`src/rtl/cpu_pkg.sv`:
```
`default_nettype none
// ============================================================================
//  Module   : cpu_pkg
//  Purpose  : Shared types and constants for the 64-bit pipeline stages.
//             Provides the data-memory FSM state encoding, datapath and
//             register-file widths, NZCV flag bit positions, and a small
//             alignment helper.
//  Revision : 1.0  initial release
// ============================================================================
package cpu_pkg;

   localparam int DATA_W = 64;
   localparam int REG_AW = 5;

   // NZCV flag positions within a [0:3] flag vector (N is the MSB, bit 0)
   localparam int FLAG_N = 0;
   localparam int FLAG_Z = 1;
   localparam int FLAG_C = 2;
   localparam int FLAG_V = 3;

   typedef enum logic [0:0] {
      IDLE   = 1'b0,
      ACCESS = 1'b1
   } mem_state_t;

   // Data-memory accesses are 64-bit words, so the three address LSBs
   // must be zero.
   function automatic logic dword_misaligned(input logic [2:0] low_bits);
      return (low_bits != 3'b000);
   endfunction

endpackage
`default_nettype wire

```
`src/rtl/dmem_access_ctrl.sv`:
```
`default_nettype none
// ============================================================================
//  Module   : dmem_access_ctrl
//  Purpose  : Data-memory access controller. Owns the IDLE/ACCESS FSM, the
//             ack timeout counter, the request holding registers and the
//             fault pulse.
//  Ports    :
//    clk            in   clock, rising edge
//    rst            in   asynchronous active-low reset
//    i_start        in   accept a legal memory op this cycle (IDLE only)
//    i_bad          in   accept an illegal/misaligned memory op (IDLE only)
//    i_we           in   1 = store
//    i_addr         in   access address
//    i_wdata        in   store data
//    i_dmem_ack     in   memory access complete
//    o_busy         out  FSM is in ACCESS (combinational from state)
//    o_done         out  ack seen while in ACCESS (completes next edge)
//    o_timeout      out  timeout expiry this cycle (faults next edge)
//    o_dmem_req     out  memory request
//    o_dmem_we      out  memory write enable
//    o_dmem_addr    out  memory address
//    o_dmem_wdata   out  memory write data
//    o_fault        out  one-cycle fault pulse
//  Revision : 1.0  initial release
// ============================================================================
module dmem_access_ctrl
   import cpu_pkg::*;
#(
   parameter int DATA_W  = 64,
   parameter int TIMEOUT = 16
) (
   input  logic              clk,
   input  logic              rst,
   input  logic              i_start,
   input  logic              i_bad,
   input  logic              i_we,
   input  logic [0:DATA_W-1] i_addr,
   input  logic [0:DATA_W-1] i_wdata,
   input  logic              i_dmem_ack,
   output logic              o_busy,
   output logic              o_done,
   output logic              o_timeout,
   output logic              o_dmem_req,
   output logic              o_dmem_we,
   output logic [0:DATA_W-1] o_dmem_addr,
   output logic [0:DATA_W-1] o_dmem_wdata,
   output logic              o_fault
);

   localparam int CNT_W = (TIMEOUT > 1) ? $clog2(TIMEOUT) : 1;
   localparam logic [CNT_W-1:0] C_TMAX = CNT_W'((TIMEOUT > 0) ? (TIMEOUT - 1) : 0);

   mem_state_t        r_state;
   logic [CNT_W-1:0]  r_cnt;
   logic              r_req;
   logic              r_we;
   logic [0:DATA_W-1] r_addr;
   logic [0:DATA_W-1] r_wdata;
   logic              r_fault;
   logic              w_tmo_hit;

   generate
      if (TIMEOUT > 0) begin : g_tmo_on
         assign w_tmo_hit = (r_cnt == C_TMAX);
      end else begin : g_tmo_off
         assign w_tmo_hit = 1'b0;
      end
   endgenerate

   assign o_busy    = (r_state == ACCESS);
   assign o_done    = (r_state == ACCESS) && i_dmem_ack;
   // Ack has priority over an expiring timeout in the same cycle.
   assign o_timeout = (r_state == ACCESS) && !i_dmem_ack && w_tmo_hit;

   always_ff @(posedge clk or negedge rst) begin
      if (!rst) begin
         r_state <= IDLE;
         r_cnt   <= '0;
         r_req   <= 1'b0;
         r_we    <= 1'b0;
         r_addr  <= '0;
         r_wdata <= '0;
         r_fault <= 1'b0;
      end else begin
         r_fault <= 1'b0;
         case (r_state)
            IDLE: begin
               r_cnt <= '0;
               if (i_bad) begin
                  r_fault <= 1'b1;
               end else if (i_start) begin
                  r_state <= ACCESS;
                  r_req   <= 1'b1;
                  r_we    <= i_we;
                  r_addr  <= i_addr;
                  r_wdata <= i_wdata;
               end
            end
            ACCESS: begin
               if (i_dmem_ack) begin
                  r_req   <= 1'b0;
                  r_state <= IDLE;
                  r_cnt   <= '0;
               end else if (w_tmo_hit) begin
                  r_req   <= 1'b0;
                  r_fault <= 1'b1;
                  r_state <= IDLE;
                  r_cnt   <= '0;
               end else begin
                  r_cnt <= r_cnt + 1'b1;
               end
            end
            default: begin
               r_state <= IDLE;
               r_req   <= 1'b0;
               r_cnt   <= '0;
            end
         endcase
      end
   end

   assign o_dmem_req   = r_req;
   assign o_dmem_we    = r_we;
   assign o_dmem_addr  = r_addr;
   assign o_dmem_wdata = r_wdata;
   assign o_fault      = r_fault;

endmodule
`default_nettype wire

```
`src/rtl/memory_stage.sv`:
```
`default_nettype none
// ============================================================================
//  Module   : memory_stage
//  Purpose  : Memory stage of the 64-bit pipeline. Accepts packets from the
//             execute/memory register, runs loads/stores over a req/ack
//             data-memory port (stalling upstream while busy), holds the
//             NZCV flag register and emits a registered writeback packet.
//  Ports    :
//    clk, rst                  clock / asynchronous active-low reset
//    in_valid                  upstream packet valid
//    alu_result, operand_b     ALU result (address) / store data
//    regwrite, write_addr      destination enable / register
//    memwrite, memtoreg        store / load
//    setflags, flags           NZCV update enable / value
//    stall                     upstream must hold
//    dmem_req/we/addr/wdata    data-memory request
//    dmem_rdata, dmem_ack      data-memory response
//    wb_valid/regwrite/addr/data  writeback packet
//    flag_reg                  architectural NZCV
//    mem_fault                 one-cycle fault pulse
//  Revision : 1.0  initial release
// ============================================================================
module memory_stage
   import cpu_pkg::*;
#(
   parameter int DATA_W  = 64,
   parameter int REG_AW  = 5,
   parameter int TIMEOUT = 16
) (
   input  logic              clk,
   input  logic              rst,
   input  logic              in_valid,
   input  logic [0:DATA_W-1] alu_result,
   input  logic [0:DATA_W-1] operand_b,
   input  logic              regwrite,
   input  logic [0:REG_AW-1] write_addr,
   input  logic              memwrite,
   input  logic              memtoreg,
   input  logic              setflags,
   input  logic [0:3]        flags,
   output logic              stall,
   output logic              dmem_req,
   output logic              dmem_we,
   output logic [0:DATA_W-1] dmem_addr,
   output logic [0:DATA_W-1] dmem_wdata,
   input  logic [0:DATA_W-1] dmem_rdata,
   input  logic              dmem_ack,
   output logic              wb_valid,
   output logic              wb_regwrite,
   output logic [0:REG_AW-1] wb_addr,
   output logic [0:DATA_W-1] wb_data,
   output logic [0:3]        flag_reg,
   output logic              mem_fault
);

   logic w_accept;
   logic w_memop;
   logic w_illegal;
   logic w_misal;
   logic w_bad;
   logic w_start;
   logic w_busy;
   logic w_done;
   logic w_timeout;

   logic              r_wb_valid;
   logic              r_wb_regwrite;
   logic [0:REG_AW-1] r_wb_addr;
   logic [0:DATA_W-1] r_wb_data;
   logic [0:3]        r_flag_reg;

   assign stall     = w_busy;
   assign w_accept  = in_valid && !w_busy;
   assign w_memop   = memwrite || memtoreg;
   assign w_illegal = memwrite && memtoreg;
   assign w_misal   = dword_misaligned(alu_result[DATA_W-3:DATA_W-1]);
   assign w_bad     = w_accept && w_memop && (w_illegal || w_misal);
   assign w_start   = w_accept && w_memop && !w_illegal && !w_misal;

   dmem_access_ctrl #(
      .DATA_W  (DATA_W),
      .TIMEOUT (TIMEOUT)
   ) u_ctrl (
      .clk          (clk),
      .rst          (rst),
      .i_start      (w_start),
      .i_bad        (w_bad),
      .i_we         (memwrite),
      .i_addr       (alu_result),
      .i_wdata      (operand_b),
      .i_dmem_ack   (dmem_ack),
      .o_busy       (w_busy),
      .o_done       (w_done),
      .o_timeout    (w_timeout),
      .o_dmem_req   (dmem_req),
      .o_dmem_we    (dmem_we),
      .o_dmem_addr  (dmem_addr),
      .o_dmem_wdata (dmem_wdata),
      .o_fault      (mem_fault)
   );

   always_ff @(posedge clk or negedge rst) begin
      if (!rst) begin
         r_flag_reg <= '0;
      end else if (w_accept && setflags) begin
         r_flag_reg <= flags;
      end
   end

   // Acceptance and completion are mutually exclusive: completion only
   // happens in ACCESS, where stall blocks acceptance.
   always_ff @(posedge clk or negedge rst) begin
      if (!rst) begin
         r_wb_valid    <= 1'b0;
         r_wb_regwrite <= 1'b0;
         r_wb_addr     <= '0;
         r_wb_data     <= '0;
      end else begin
         r_wb_valid <= 1'b0;
         if (w_accept && !w_memop) begin
            r_wb_valid    <= 1'b1;
            r_wb_data     <= alu_result;
            r_wb_addr     <= write_addr;
            r_wb_regwrite <= regwrite;
         end else if (w_bad) begin
            r_wb_regwrite <= 1'b0;
         end else if (w_start) begin
            r_wb_addr     <= write_addr;
            r_wb_regwrite <= regwrite;
         end else if (w_done) begin
            r_wb_valid <= 1'b1;
            // The held request address is the ALU result captured at
            // acceptance, which is what a store writes back.
            if (dmem_we) begin
               r_wb_data     <= dmem_addr;
               r_wb_regwrite <= 1'b0;
            end else begin
               r_wb_data <= dmem_rdata;
            end
         end else if (w_timeout) begin
            r_wb_regwrite <= 1'b0;
         end
      end
   end

   assign wb_valid    = r_wb_valid;
   assign wb_regwrite = r_wb_regwrite;
   assign wb_addr     = r_wb_addr;
   assign wb_data     = r_wb_data;
   assign flag_reg    = r_flag_reg;

endmodule
`default_nettype wire

```
`config.mk`:
```
export PLATFORM = sky130hd
export DESIGN_NAME = memory_stage
export DESIGN_NICKNAME = d
export VERILOG_FILES = /design/src/rtl/cpu_pkg.sv /design/src/rtl/dmem_access_ctrl.sv /design/src/rtl/memory_stage.sv
export SDC_FILE = /design/constraint.sdc
export NUM_CORES = 1
export LEC_CHECK = 0
export ABC_CLOCK_PERIOD_IN_PS = 1400
export CORE_AREA = 2 2 160 162
export CTS_CLUSTER_SIZE = 12
export DETAILED_ROUTE_END_ITERATION = 16
export DIE_AREA = 0 0 162 164
export DONT_BUFFER_PORTS = 1
export GPL_TIMING_DRIVEN = 0
export PLACE_DENSITY = 0.52
export SLEW_MARGIN = 20
export SYNTH_ARGS = -nofsm -noshare
export SYNTH_HDL_FRONTEND = slang
export SYNTH_SLANG_ARGS = --single-unit
```
`constraint.sdc`:
```
create_clock -name clk -period 1.4 [get_ports clk]
set_input_delay 0.28 -clock clk [delete_from_list [all_inputs] [get_ports clk]]
set_output_delay 0.28 -clock clk [all_outputs]
set_load 0.01 [all_outputs]
```
# Yosys cells after proc, flatten, opt, wreduce, memory -nomap -nowiden
# Index checks and enable logic that the tools add are counted.
# totals
register_bits,211
out_inout_bits,207
n_memories,0
ramBits,0
latch_bits,0
romBits,0
# classes
n_mux,35
div_mod_pow,0
order_cmp,0
n_addsub,1
eq_ne,7
bitwise,2
shifts,0
multipliers,0
reduce_logical,27
# op_table
op,count
$mux 64,5
$mux 1,21
$mux 5,3
$logic_and 1x1->1,11
$reduce_and 3->1,3
$mux 4,2
$pmux 4 s2,1
$ne 2x2->1 const B,3
$pmux 1 s2,3
$logic_not 1->1,5
$ne 5x3->1 const B,1
$reduce_bool 5->1,1
$add 4x1->4 const B,1
$eq 4x4->1 const B,1
$reduce_and 2->1,2
$reduce_bool 2->1,2
$ne 3x3->1 const B,1
$reduce_bool 3->1,1
$logic_or 1x1->1,2
$ne 2x1->1 const B,1
$not 1->1,2

# Logic depth before layout (Yosys ltp)
# depth
depth_word,8
mapped_depth,7

# By module
# From an unflattened synthesis, not the netlist that was laid out.
# unflattened
hier_cells,611
hier_area_um2,9985.8
# by_module_without_submodules
module,cells_each,seq_area_each_um2,n_inst,area_per_inst_um2
dmem_access_ctrl,299,3403.3,1,5121.2
memory_stage,312,1876.8,1,4864.7

# Worst setup path before layout
# Ideal clock, no wire load.
# synth_timing
path_type,register to register
startpoint,register u_ctrl.r_state (netlist: u_ctrl.o_busy)
endpoint,register u_ctrl.r_wdata (netlist bit u_ctrl.o_dmem_wdata[1])
period_less_slack_ns,1.658
path_stages_with_launch,8
n_path_buf,4
setup_slack_ns,-0.258
t_arrival_ns,1.530
cell_sequence,dfrtp_1 buf_2 nor2b_1 clkbuf_2 nand3_2 buf_4 buf_6 mux2_1
# synth_between
elab_chain_len,6
word_cells_on_any_way,9
# synth_rtl
item,line_no,rtl
from (decl),dmem_access_ctrl.sv:53,mem_state_t r_state;
from (signal assigned),dmem_access_ctrl.sv:77,r_state <= IDLE;
from (signal assigned),dmem_access_ctrl.sv:92,r_state <= ACCESS;
from (signal assigned),dmem_access_ctrl.sv:102,r_state <= IDLE;
$logic_not 1->1,memory_stage.sv:73,assign w_accept = in_valid && !w_busy;
$logic_and 1x1->1,memory_stage.sv:73,
$logic_and 1x1->1,"memory_stage.sv:77, memory_stage.sv:78",
$logic_and 1x1->1 (on tied branches),"memory_stage.sv:78, memory_stage.sv:77",
$logic_and 1x1->1 / $not 1->1 (equally long branches),--,
$reduce_and 3->1 (no source line) (*),--,
to (signal assigned),dmem_access_ctrl.sv:96,r_wdata <= i_wdata;
to (decl),dmem_access_ctrl.sv:58,logic [0:DATA_W-1] r_wdata;
# Every way passes the cells marked *; elsewhere a longest branch is shown, timed or not.
# A chain may end at the register's enable or synchronous reset.

# Worst setup path in the final report
# layout_timing
startpoint,register u_ctrl.r_state (netlist: u_ctrl.o_busy)
endpoint,register r_wb_data (netlist bit wb_data[44])
# layout_between
elab_chain_len,7
word_cells_on_any_way,13
# layout_rtl
item,line_no,rtl
$logic_not 1->1,memory_stage.sv:73,
$logic_and 1x1->1,memory_stage.sv:73,
$logic_and 1x1->1,"memory_stage.sv:77, memory_stage.sv:78",
$logic_and 1x1->1 (2 in series),memory_stage.sv:78,assign w_start = w_accept && w_memop && !w_illegal && !w_misal;
$ne 2x2->1 (no source line),--,
$reduce_and 3->1 (no source line),--,
to (signal assigned),memory_stage.sv:122,r_wb_data <= alu_result;
to (signal assigned),memory_stage.sv:135,r_wb_data <= dmem_addr;
to (signal assigned),memory_stage.sv:138,r_wb_data <= dmem_rdata;
to (decl),memory_stage.sv:69,logic [0:DATA_W-1] r_wb_data;
# Parallel ways exist; a longest one is shown, timed or not.

==> metrics.txt <==
outcome=complete, but fails checks; Mean Syn Cell Area=around 15 µm²; Slowest Stage Delay on Critical Path=0.45 ns; Final period util=1.315; Post-Synthesis Cell Area=9196 µm²; nets=1036; number of iterations in the first detailed-routing pass=4; Die Ht=164 µm; TritonCTS Sinks=211; layout cells sized above 1=0.3155; Worst-path clk slew=around 0.060 ns; worst path arrival time=2.22 ns; die footprint=26570 µm²; clk buf depth=3; yosys warns=0; Starting Density=0.3705; Post-DP HPWL=about 20000 µm; Tot Pwr=0.01843 W; most common cell after layout, fill and taps aside=dfrtp_1; # diodes=0; final core utilization=0.5213; Cells after Synth=623; Lkg Pwr=5.978 nW; syn nets=833; Vias=6306; Slowest-stage cell, CP=dfrtp_2; FP Rows=58; clock root buffer=clkbuf_16; PD cells=1424 nW/µm²; number of buffers created by CTS=23; RSZ-0062 raised after global routing=true; Area growth syn-to-layout=40.68%; # IOs=between 400 and 500; final setup violation count=206; Crit Path Max Fanout=9; Seq/Total Area, Yosys=0.5741; wire length per cell=24.80 µm; minimum hold slack=-0.5213 ns; Vias/cell=5.390; drt drc=0; Synth Area in Adders=0.001361; core area=24820 µm²; Hold Path Class=primary input to async pin; antenna violations before repair=0; worst-path cell chain=buf_6, nor4b_4, a21oi_4, buf_12, bufbuf_16, a221o_1; post-route setup slack=-0.4408 ns; ANT nets after route=0; Iter 0 DRT Violations=345; Clk Latency, worst-skew pair=0.50 ns; Final Max Tran Viols=0; simple-gate share of the synthesized area=0.03918; most frequent cells in the layout=dfrtp_1, dlygate4sd3_1, mux2_4; Fin Clk Skew=0.008342 ns; Final min period=1.841 ns; # H-tree levels=1; final hold vios=211; Crit Path Class=flop to flop; VDD IR max=0.8076 mV; global-route wire length before repair=~42000 µm; compound-gate portion of the synthesized area=0.07864; largest net degree at the start of global routing=212; largest family of logic cells by synthesized area=multiplexers; Final TNS setup=-69.91 ns; Crit. End Element=flop; total global-route track usage=0.2031; Yosys reg bits=211; CTS tree=done; vias in the first global route=6875; f_max=0.5433 GHz; Worst-Margin Slew=roughly 0.68 ns; WL final=29020 µm; Remaining Overflow, GRT=0; CP required=1.78 ns; synth unique cells=32; RD Place Congestion=0.7810; Worst slew margin=0.5467; Post-CTS Hold Fix Bufs=around 140; failing checks=hold timing, setup timing; xor/xnor share of the synthesized area=0.002857; Worst setup SP type=flop; Die X=162 µm; Port Buffers=0; mux contribution to synthesized area=0.2705; Max Cap Violations=0
[final timing paths]
path	startpoint	endpoint	slack, ns	depth (start not counted)
max in group asynchronous	rst	wb_data[60]	1.47	0
min reg2reg	u_ctrl.r_cnt[0]	u_ctrl.r_cnt[0]	0.46	1
max	u_ctrl.o_busy	wb_data[44]	-0.44	6
min	rst	u_ctrl.o_dmem_addr[61]	-0.52	0
min in group clk	dmem_rdata[54]	wb_data[54]	0.03	3
max reg2reg	u_ctrl.o_busy	wb_data[44]	-0.44	6
[per-stage QoR]
step	setup WS, ns	hold WS [ns]	cell area, µm²	cells
after global placement	-0.7849	-0.009743	9799	953
after global routing	-0.5001	-0.5391	12940	1170
final	-0.4408	-0.5213	12940	1170
after CTS	-0.3875	-0.5400	12600	1160
after detailed placement	-0.8135	-0.01049	9799	953
after floorplan	-0.2359	-0.01559	9387	623
[routing by layer]
metal | track usage | wire (µm)
met1 | 0.2407 | 11220
met2 | 0.3617 | 14790
met3 | 0.05126 | 2221
met4 | 0.06516 | 788
met5 | 0 | 0
[critical path: cells and delay by family, from the launching register on]
kind	cells	cell delay [ns]
flip-flops	1	0.45
AND/OR/NAND/NOR	1	0.29
buffers and inverters	3	0.60
AO/OA/AOI/OAI	2	0.38
[cell families (layout without fill, tap and decap cells)]
| kind of cell | Yosys count | in the layout |
|---|---|---|
| compound gates | 76 | 76 |
| xor+xnor | 3 | 3 |
| fa+ha+maj | 1 | 1 |
| buf+inv | 49 | 266 |
| flops | 211 | 211 |
| mux | 198 | 198 |
| simple gates | 85 | 85 |
[timing repair]
action,CTS,global route
endpoints found under the setup margin,205,208
resized for setup,90,22
gates cloned,9,10
buffers inserted,17,1
pin swaps,3,3
hold endpoints to repair,412,211
[where the power goes]
group | total [W] | switching, W | internal (W)
clock | 0.00572 | 0.00240 | 0.00332
sequential | 0.00975 | 0.00220 | 0.00755
combinational | 0.00297 | 0.000814 | 0.00215
[Yosys cell counts, drive strengths merged]
master   count  area (µm²)
mux2       134        1847
a31o         1       8.760
a221o       64       640.6
o211ai       2       15.01
inv          5       18.77
mux2i       64       640.6
nor2        69       259.0
dfrtp      211        5280
a31oi        2       12.51
o2bb2ai      1       8.760
o21ai        1       5.000
ha           1       12.51
o2111ai      1       8.760
o41ai        1       8.760
xnor2        1       8.760
nor2b        1       6.260
xor2         2       17.52
nor4b        1       15.01
and2         3       18.77
nor3         1       10.01
nand3        3       20.02
a21oi        3       15.01
buf         35       252.8
nand2b       2       12.51
nand2        5       18.77
clkbuf       9       35.03
[final cells by class]
cell class / count / area [µm²]
buffer: 42 / 564.3
multi-input combinational: 363 / 3831
fill: 2087 / 11880
tap: 330 / 412.9
timing repair buffer: 180 / 2140
sequential: 211 / 5283
clock buffer: 35 / 640.6
inverter: 5 / 18.77
clock inverter: 4 / 47.55
(Power assumes the default switching activity.)
